`src/rtl/calc_pkg.sv`:
```
// Shared calculator definitions: key codes, operation-FSM states and keypad FSM states.
package calc_pkg;

  localparam logic [3:0] ADD      = 4'b1100;
  localparam logic [3:0] SUB      = 4'b1011;
  localparam logic [3:0] IGUAL    = 4'b1101;
  localparam logic [3:0] SAVE     = 4'b1111;
  localparam logic [3:0] RECOVERY = 4'b1110;
  localparam logic [3:0] KEY_NONE = 4'b1010;

  localparam logic [1:0] VALUE_A     = 2'b00;
  localparam logic [1:0] VALUE_B     = 2'b01;
  localparam logic [1:0] VALUE_IGUAL = 2'b10;

  typedef enum logic [1:0] {SCAN, DEBOUNCE, EMIT, WAIT_RELEASE} kp_state_t;

endpackage

```
`src/rtl/keypad_encoder_if.sv`:
```
// Keypad matrix lines plus the tecla/ready/busy handshake toward the operation block.
interface keypad_encoder_if;
  logic [3:0] row;
  logic [3:0] col;
  logic [3:0] tecla;
  logic       ready;
  logic       busy;

  modport master (input row, output col, output tecla, output ready, output busy);
  modport slave  (output row, input col, input tecla, input ready, input busy);
endinterface

```
`src/rtl/scan_tick_gen.sv`:
```
// Free-running divider producing a one-cycle scan tick every CLK_DIV clocks.
module scan_tick_gen #(
  parameter int CLK_DIV = 1000
) (
  input  logic Clock,
  input  logic clearIn,
  output logic tick
);
  localparam int             CW   = $clog2(CLK_DIV);
  localparam logic [CW-1:0]  LAST = CW'(CLK_DIV - 1);

  logic [CW-1:0] cnt_q, cnt_d;

  assign tick  = (cnt_q == LAST);
  assign cnt_d = tick ? '0 : cnt_q + 1'b1;

  always_ff @(posedge Clock or posedge clearIn) begin
    if (clearIn) cnt_q <= '0;
    else         cnt_q <= cnt_d;
  end
endmodule

```
`src/rtl/keypad_encoder.sv`:
```
// 4x4 keypad scanner: synchronises and debounces row returns, emits one ready pulse per keypress.
module keypad_encoder
  import calc_pkg::*;
#(
  parameter int CLK_DIV        = 1000,
  parameter int DEBOUNCE_TICKS = 4
) (
  input logic              Clock,
  input logic              clearIn,
  keypad_encoder_if.master kp
);
  localparam int            DW        = $clog2(DEBOUNCE_TICKS + 1);
  localparam logic [DW-1:0] DEB_LAST  = DW'(DEBOUNCE_TICKS);
  localparam logic [2:0]    ARM_SWEEP = 3'd4;

  function automatic logic [1:0] low_index(input logic [3:0] v);
    case (v)
      4'b1110: low_index = 2'd0;
      4'b1101: low_index = 2'd1;
      4'b1011: low_index = 2'd2;
      default: low_index = 2'd3;
    endcase
  endfunction

  function automatic logic single_low(input logic [3:0] v);
    case (v)
      4'b1110, 4'b1101, 4'b1011, 4'b0111: single_low = 1'b1;
      default:                            single_low = 1'b0;
    endcase
  endfunction

  function automatic logic [3:0] key_code(input logic [1:0] r, input logic [1:0] c);
    case ({r, c})
      4'd0:  key_code = 4'b0001;  4'd1:  key_code = 4'b0010;
      4'd2:  key_code = 4'b0011;  4'd3:  key_code = ADD;
      4'd4:  key_code = 4'b0100;  4'd5:  key_code = 4'b0101;
      4'd6:  key_code = 4'b0110;  4'd7:  key_code = SUB;
      4'd8:  key_code = 4'b0111;  4'd9:  key_code = 4'b1000;
      4'd10: key_code = 4'b1001;  4'd11: key_code = SAVE;
      4'd12: key_code = RECOVERY; 4'd13: key_code = 4'b0000;
      4'd14: key_code = IGUAL;    4'd15: key_code = KEY_NONE;
    endcase
  endfunction

  kp_state_t     state_q, state_d;
  logic [3:0]    sync1_q, rs_q;
  logic [3:0]    col_q, col_d, tecla_q, tecla_d, pat_q, pat_d;
  logic [DW-1:0] deb_q, deb_d, deb_inc;
  logic [2:0]    arm_q, arm_d;
  logic [3:0]    col_rot, code;
  logic          tick, rs_idle, armed;

  scan_tick_gen #(.CLK_DIV(CLK_DIV)) u_tick (
    .Clock   (Clock),
    .clearIn (clearIn),
    .tick    (tick)
  );

  assign col_rot = {col_q[2:0], col_q[3]};
  assign code    = key_code(low_index(pat_q), low_index(col_q));
  assign deb_inc = deb_q + 1'b1;
  assign rs_idle = (rs_q == 4'b1111);
  // After reset a key still held must not be emitted: scanning arms only after one full empty sweep.
  assign armed   = (arm_q == ARM_SWEEP);

  always_comb begin
    state_d = state_q;
    col_d   = col_q;
    tecla_d = tecla_q;
    pat_d   = pat_q;
    deb_d   = deb_q;
    arm_d   = arm_q;
    case (state_q)
      SCAN: if (tick) begin
        if (!armed) begin
          arm_d = rs_idle ? arm_q + 3'd1 : 3'd0;
          col_d = col_rot;
        end else if (single_low(rs_q)) begin
          pat_d   = rs_q;
          deb_d   = '0;
          state_d = DEBOUNCE;
        end else begin
          col_d = col_rot;
        end
      end
      DEBOUNCE: if (tick) begin
        if (rs_q != pat_q) begin
          state_d = SCAN;
          col_d   = col_rot;
        end else if (deb_inc == DEB_LAST) begin
          deb_d = '0;
          if (code == KEY_NONE) begin
            state_d = WAIT_RELEASE;
          end else begin
            // tecla loads with the transition so it is already valid while ready is high.
            tecla_d = code;
            state_d = EMIT;
          end
        end else begin
          deb_d = deb_inc;
        end
      end
      EMIT: begin
        deb_d   = '0;
        state_d = WAIT_RELEASE;
      end
      WAIT_RELEASE: if (tick) begin
        if (!rs_idle) begin
          deb_d = '0;
        end else if (deb_inc == DEB_LAST) begin
          state_d = SCAN;
          col_d   = col_rot;
        end else begin
          deb_d = deb_inc;
        end
      end
      default: state_d = SCAN;
    endcase
  end

  always_ff @(posedge Clock or posedge clearIn) begin
    if (clearIn) begin
      state_q <= SCAN;
      sync1_q <= 4'b1111;
      rs_q    <= 4'b1111;
      col_q   <= 4'b1110;
      tecla_q <= 4'b0000;
      pat_q   <= 4'b1111;
      deb_q   <= '0;
      arm_q   <= 3'd0;
    end else begin
      state_q <= state_d;
      sync1_q <= kp.row;
      rs_q    <= sync1_q;
      col_q   <= col_d;
      tecla_q <= tecla_d;
      pat_q   <= pat_d;
      deb_q   <= deb_d;
      arm_q   <= arm_d;
    end
  end

  assign kp.col   = col_q;
  assign kp.tecla = tecla_q;
  assign kp.ready = (state_q == EMIT);
  assign kp.busy  = (state_q != SCAN);
endmodule

```
`src/flat_wrapper.sv`:
```
// flat-port wrapper written by rule: the top's interface ports become plain ports
module keypad_encoder_flat import calc_pkg::*;
#(
  parameter int CLK_DIV        = 1000,
  parameter int DEBOUNCE_TICKS = 4
)
  (Clock, clearIn, kp_row, kp_col, kp_tecla, kp_ready, kp_busy);
  keypad_encoder_if kp_i ();
  input logic Clock;
  input logic clearIn;
  input wire logic [$bits(kp_i.row)-1:0] kp_row;
  output wire logic [$bits(kp_i.col)-1:0] kp_col;
  output wire logic [$bits(kp_i.tecla)-1:0] kp_tecla;
  output wire logic [$bits(kp_i.ready)-1:0] kp_ready;
  output wire logic [$bits(kp_i.busy)-1:0] kp_busy;
  assign kp_i.row = kp_row;
  assign kp_col = kp_i.col;
  assign kp_tecla = kp_i.tecla;
  assign kp_ready = kp_i.ready;
  assign kp_busy = kp_i.busy;
  keypad_encoder #(.CLK_DIV(CLK_DIV), .DEBOUNCE_TICKS(DEBOUNCE_TICKS)) u_core (.Clock(Clock), .clearIn(clearIn), .kp(kp_i));
endmodule
```
`config.mk`:
```
export PLATFORM = sky130hd
export DESIGN_NAME = keypad_encoder_flat
export DESIGN_NICKNAME = d
export VERILOG_FILES = /design/src/rtl/calc_pkg.sv /design/src/rtl/keypad_encoder_if.sv /design/src/rtl/scan_tick_gen.sv /design/src/rtl/keypad_encoder.sv /design/src/flat_wrapper.sv
export SDC_FILE = /design/constraint.sdc
export NUM_CORES = 1
export LEC_CHECK = 0
export ABC_AREA = 0
export CORE_ASPECT_RATIO = 1.75
export CORE_MARGIN = 5
export CORE_UTILIZATION = 58
export DETAILED_ROUTE_END_ITERATION = 12
export GPL_ROUTABILITY_DRIVEN = 0
export PLACE_DENSITY = 0.83
export SYNTH_ARGS = -nofsm -noshare
export SYNTH_HDL_FRONTEND = slang
export SYNTH_SLANG_ARGS = --single-unit
export TNS_END_PERCENT = 5
```
`constraint.sdc`:
```
create_clock -name Clock -period 3.6 [get_ports Clock]
set_clock_uncertainty 0.15 [all_clocks]
set_input_delay 0.72 -clock Clock [delete_from_list [all_inputs] [get_ports Clock]]
set_output_delay 0.72 -clock Clock [all_outputs]
set_load 0.02 [all_outputs]
```
==> metrics.txt <==
Worst Path Required around 3.6 ns; worst-margin pin slew 0.470 ns; hold path cells 0; Hold Path Origin u_core.sync1_q[3]$_DFF_PP1_; reg2reg end u_core.kp.tecla[2]$_DFFE_PP0P_; Hold Buf Count CTS 0; # DRC 0; Cells after Synth 216; Slew Viols, Final 0; worst r2r src u_core.kp.col[1]$_DFFE_PP1P_; vias in the first global route 1662; I/O Buffers 15; Die Width 56.0 µm; Setup TNS Final 0 ns; relative slew slack 0.687; peak supply drop 0.328 mV; switching part of the total 0.218; Psw 161 µW; Total Wirelength around 4.0 mm; Die H just over 90 µm; Post-CTS Setup Bufs 0; post-synthesis cell type count 52; register area share after synthesis 0.452; CTS sink cnt 38; die area 5060 µm²; cts repair resizes 0; TritonCTS clock tree built; Yosys top cell area share 0.268; pwr dens approximately 310 nW/µm²; Final Cycle Share 0.758; Mapped Avg Cell Area 9.93 µm²; R2R Setup Slk 0.87 ns; static leakage 0.000999 µW; Filler Cells Inserted a little under 300; DR WL met3 111 µm; DRT met1 WL 1.49 mm; Setup crit end kind flip-flop; Worst Hold End u_core.rs_q[3]$_DFF_PP1_; Worst-Skew Late Latency about 0.30 ns; hold crit path type flip-flop to flip-flop; proportion of power drawn by combinational gates 0.027; internal power 578 µW; Routed WL per cell 14.2 µm; area grow syn2layout 12.1%; ys async rst share 1.00; Clk pwr share 0.378; clock-pin slew on the worst setup and hold paths 0.08 ns; Setup-failing EPs final 0; sequential share of power 0.595; Longest Clk Path Bufs 2; via count around 1600; arrival time of the worst setup path 2.76 ns; total gr overflow 0; cells on worst reg2reg path 9; multi-input logic area ~1100 µm²; Synthesis Warnings 0; leading area contributor after synthesis dfrtp_1; Post-synth EDFFs 0; ANT cells 0; Root Buffer clkbuf_8; Reg area 970 µm²; cts bufs inserted 5; Critical Path Fanout Max 9; core area 3590 µm²; RSZ-0062 raised after global routing false; ANT nets after route 0; layout cell share with drive strength beyond 1 0.185; Netlist Area Pre-Place 2150 µm²; synth top area cells dfrtp_1 (27%), dfstp_2 (18%), ha_1 (4.7%); first-pass GRT wire length 7.15 mm; Placement Setup Slack 0.869 ns; Yosys reg bits 38; pin count of the biggest net entering global routing 39; H-tree levels 2; startpoint type of the worst setup path flip-flop; initial antenna violation count 0; initial DRC count 52; Initial Util 0.597; ys flop type dfrtp_1; post-layout min period 2.73 ns; max-cap viol count 0; Rows 29; final hold vios 0; met2 routed WL 2.19 mm; Final WS setup between 0.8 and 0.9 ns; hpwl dp 2.96 mm; nets 245; Top Layer Used met4; outcome finished, final reports clean; vias per inst slightly below 6; IO Count 16; drt pass-1 iters 4; Achievable Freq 366 MHz; CP Class flip-flop to flip-flop; All-Layer GR Usage 0.177; syn_nets 230
[critical path, cell delays in order (launching register included)]
cell,delay (ns)
dfstp_2,0.61
nand2_1,0.08
nor3b_1,0.31
inv_1,0.10
ha_1,0.35
nor2b_1,0.14
o221ai_1,0.13
nor3_1,0.22
nand2b_2,0.20
mux2_1,0.32
[worst max-delay path by stage]
stage / start / endpoint / slack [ns] / cells after the start
after floorplan: u_core.kp.col[1]$_DFFE_PP1P_ / u_core.kp.tecla[1]$_DFFE_PP0P_ / 0.84 / 10
after global placement: u_core.kp.col[1]$_DFFE_PP1P_ / u_core.kp.tecla[1]$_DFFE_PP0P_ / 0.95 / 9
after detailed placement: u_core.kp.col[1]$_DFFE_PP1P_ / u_core.kp.tecla[2]$_DFFE_PP0P_ / 0.87 / 9
after CTS: u_core.kp.col[1]$_DFFE_PP1P_ / u_core.kp.tecla[2]$_DFFE_PP0P_ / 0.85 / 9
after global routing: u_core.kp.col[3]$_DFFE_PP1P_ / u_core.kp.tecla[2]$_DFFE_PP0P_ / 0.66 / 10
final: u_core.kp.col[1]$_DFFE_PP1P_ / u_core.kp.tecla[2]$_DFFE_PP0P_ / 0.87 / 9
[routing by layer]
metal / up-vias / global-route usage
li1: 793 / -
met1: 787 / 0.183
met2: 25 / 0.312
met3: 14 / 0.0386
met4: 0 / 0.117
met5: - / 0
[cell type report]
cell class              instances  share of cell area
inverters                      14              0.0218
multi-input cells             155               0.448
repair buffers                 17              0.0686
clock buffers                   6              0.0302
flip-flops and latches         38               0.403
well taps                      46              0.0239
clock inverters                 2             0.00416
[flip-flops by register name, indices dropped and copies added (netlist names), named ones only]
name	count
u_core.state_q	1
u_core.deb_q	3
u_core.sync1_q	4
u_core.u_tick.cnt_q	10
u_core.kp.col	4
u_core.arm_q	3
u_core.rs_q	4
u_core.kp.tecla	4
u_core.pat_q	4
[stage by stage]
step	cell area, µm²	cells	hold slack [ns]	power [µW]	util
5_1_grt	2410	278	0.214	775	0.670
3_5_place_dp	2320	270	0.198	468	0.647
3_3_place_gp	2320	270	0.196	467	0.647
6_report	2410	278	0.206	740	0.670
4_1_cts	2410	278	0.208	749	0.670
2_1_floorplan	2150	216	0.195	458	-
[power by group through the flow]
stage	logic [µW]	registers [µW]	clock network, µW
2_1_floorplan	13.6	445	0
3_3_place_gp	20.2	447	0
3_5_place_dp	20.8	447	0
4_1_cts	21.0	440	288
5_1_grt	23.2	440	311
6_report	20.2	440	280
[cell usage after synthesis, drive strengths merged, types with 2 or more instances]
cell and number:
dfrtp 23, nand2 20, dfstp 15, nor2 15, inv 14, o21ai 12
nand3 11, a21oi 10, mux2 10, ha 8, xnor2 8, mux2i 6
xor2 6, clkbuf 5, nor3 5, buf 4, nand2b 4, o31ai 4
a211o 3, nand4 3, a22o 2, a31oi 2, nor2b 2, nor3b 2
o2111ai 2, or2 2, or4 2
[placed cells by master, fill, tap and decap left out, drive strengths merged, types with 2 or more instances in the layout]
| cell type | n |
|---|---|
| a211o | 3 |
| o31ai | 4 |
| clkinv | 2 |
| clkdlybuf4s50 | 15 |
| nand4 | 3 |
| o21ai | 12 |
| dfstp | 15 |
| clkbuf | 6 |
| mux2i | 6 |
| a31oi | 2 |
| buf | 2 |
| ha | 8 |
| nand2 | 20 |
| inv | 14 |
| nor2 | 15 |
| nand3 | 11 |
| dfrtp | 23 |
| nor3 | 5 |
| xnor2 | 8 |
| nand2b | 4 |
| nor2b | 2 |
| o2111ai | 2 |
| mux2 | 10 |
| or2 | 2 |
| nor3b | 2 |
| a22o | 2 |
| xor2 | 6 |
| or4 | 2 |
| a21oi | 10 |
[cell families after synthesis]
| kind of cell | synth area share |
|---|---|
| simple gates | 0.177 |
| compound gates | 0.142 |
| flops | 0.452 |
| buf+inv | 0.0455 |
| mux | 0.0805 |
| xor+xnor | 0.0571 |
| fa+ha+maj | 0.0466 |
Note: power is estimated with default switching activity, not from simulation.
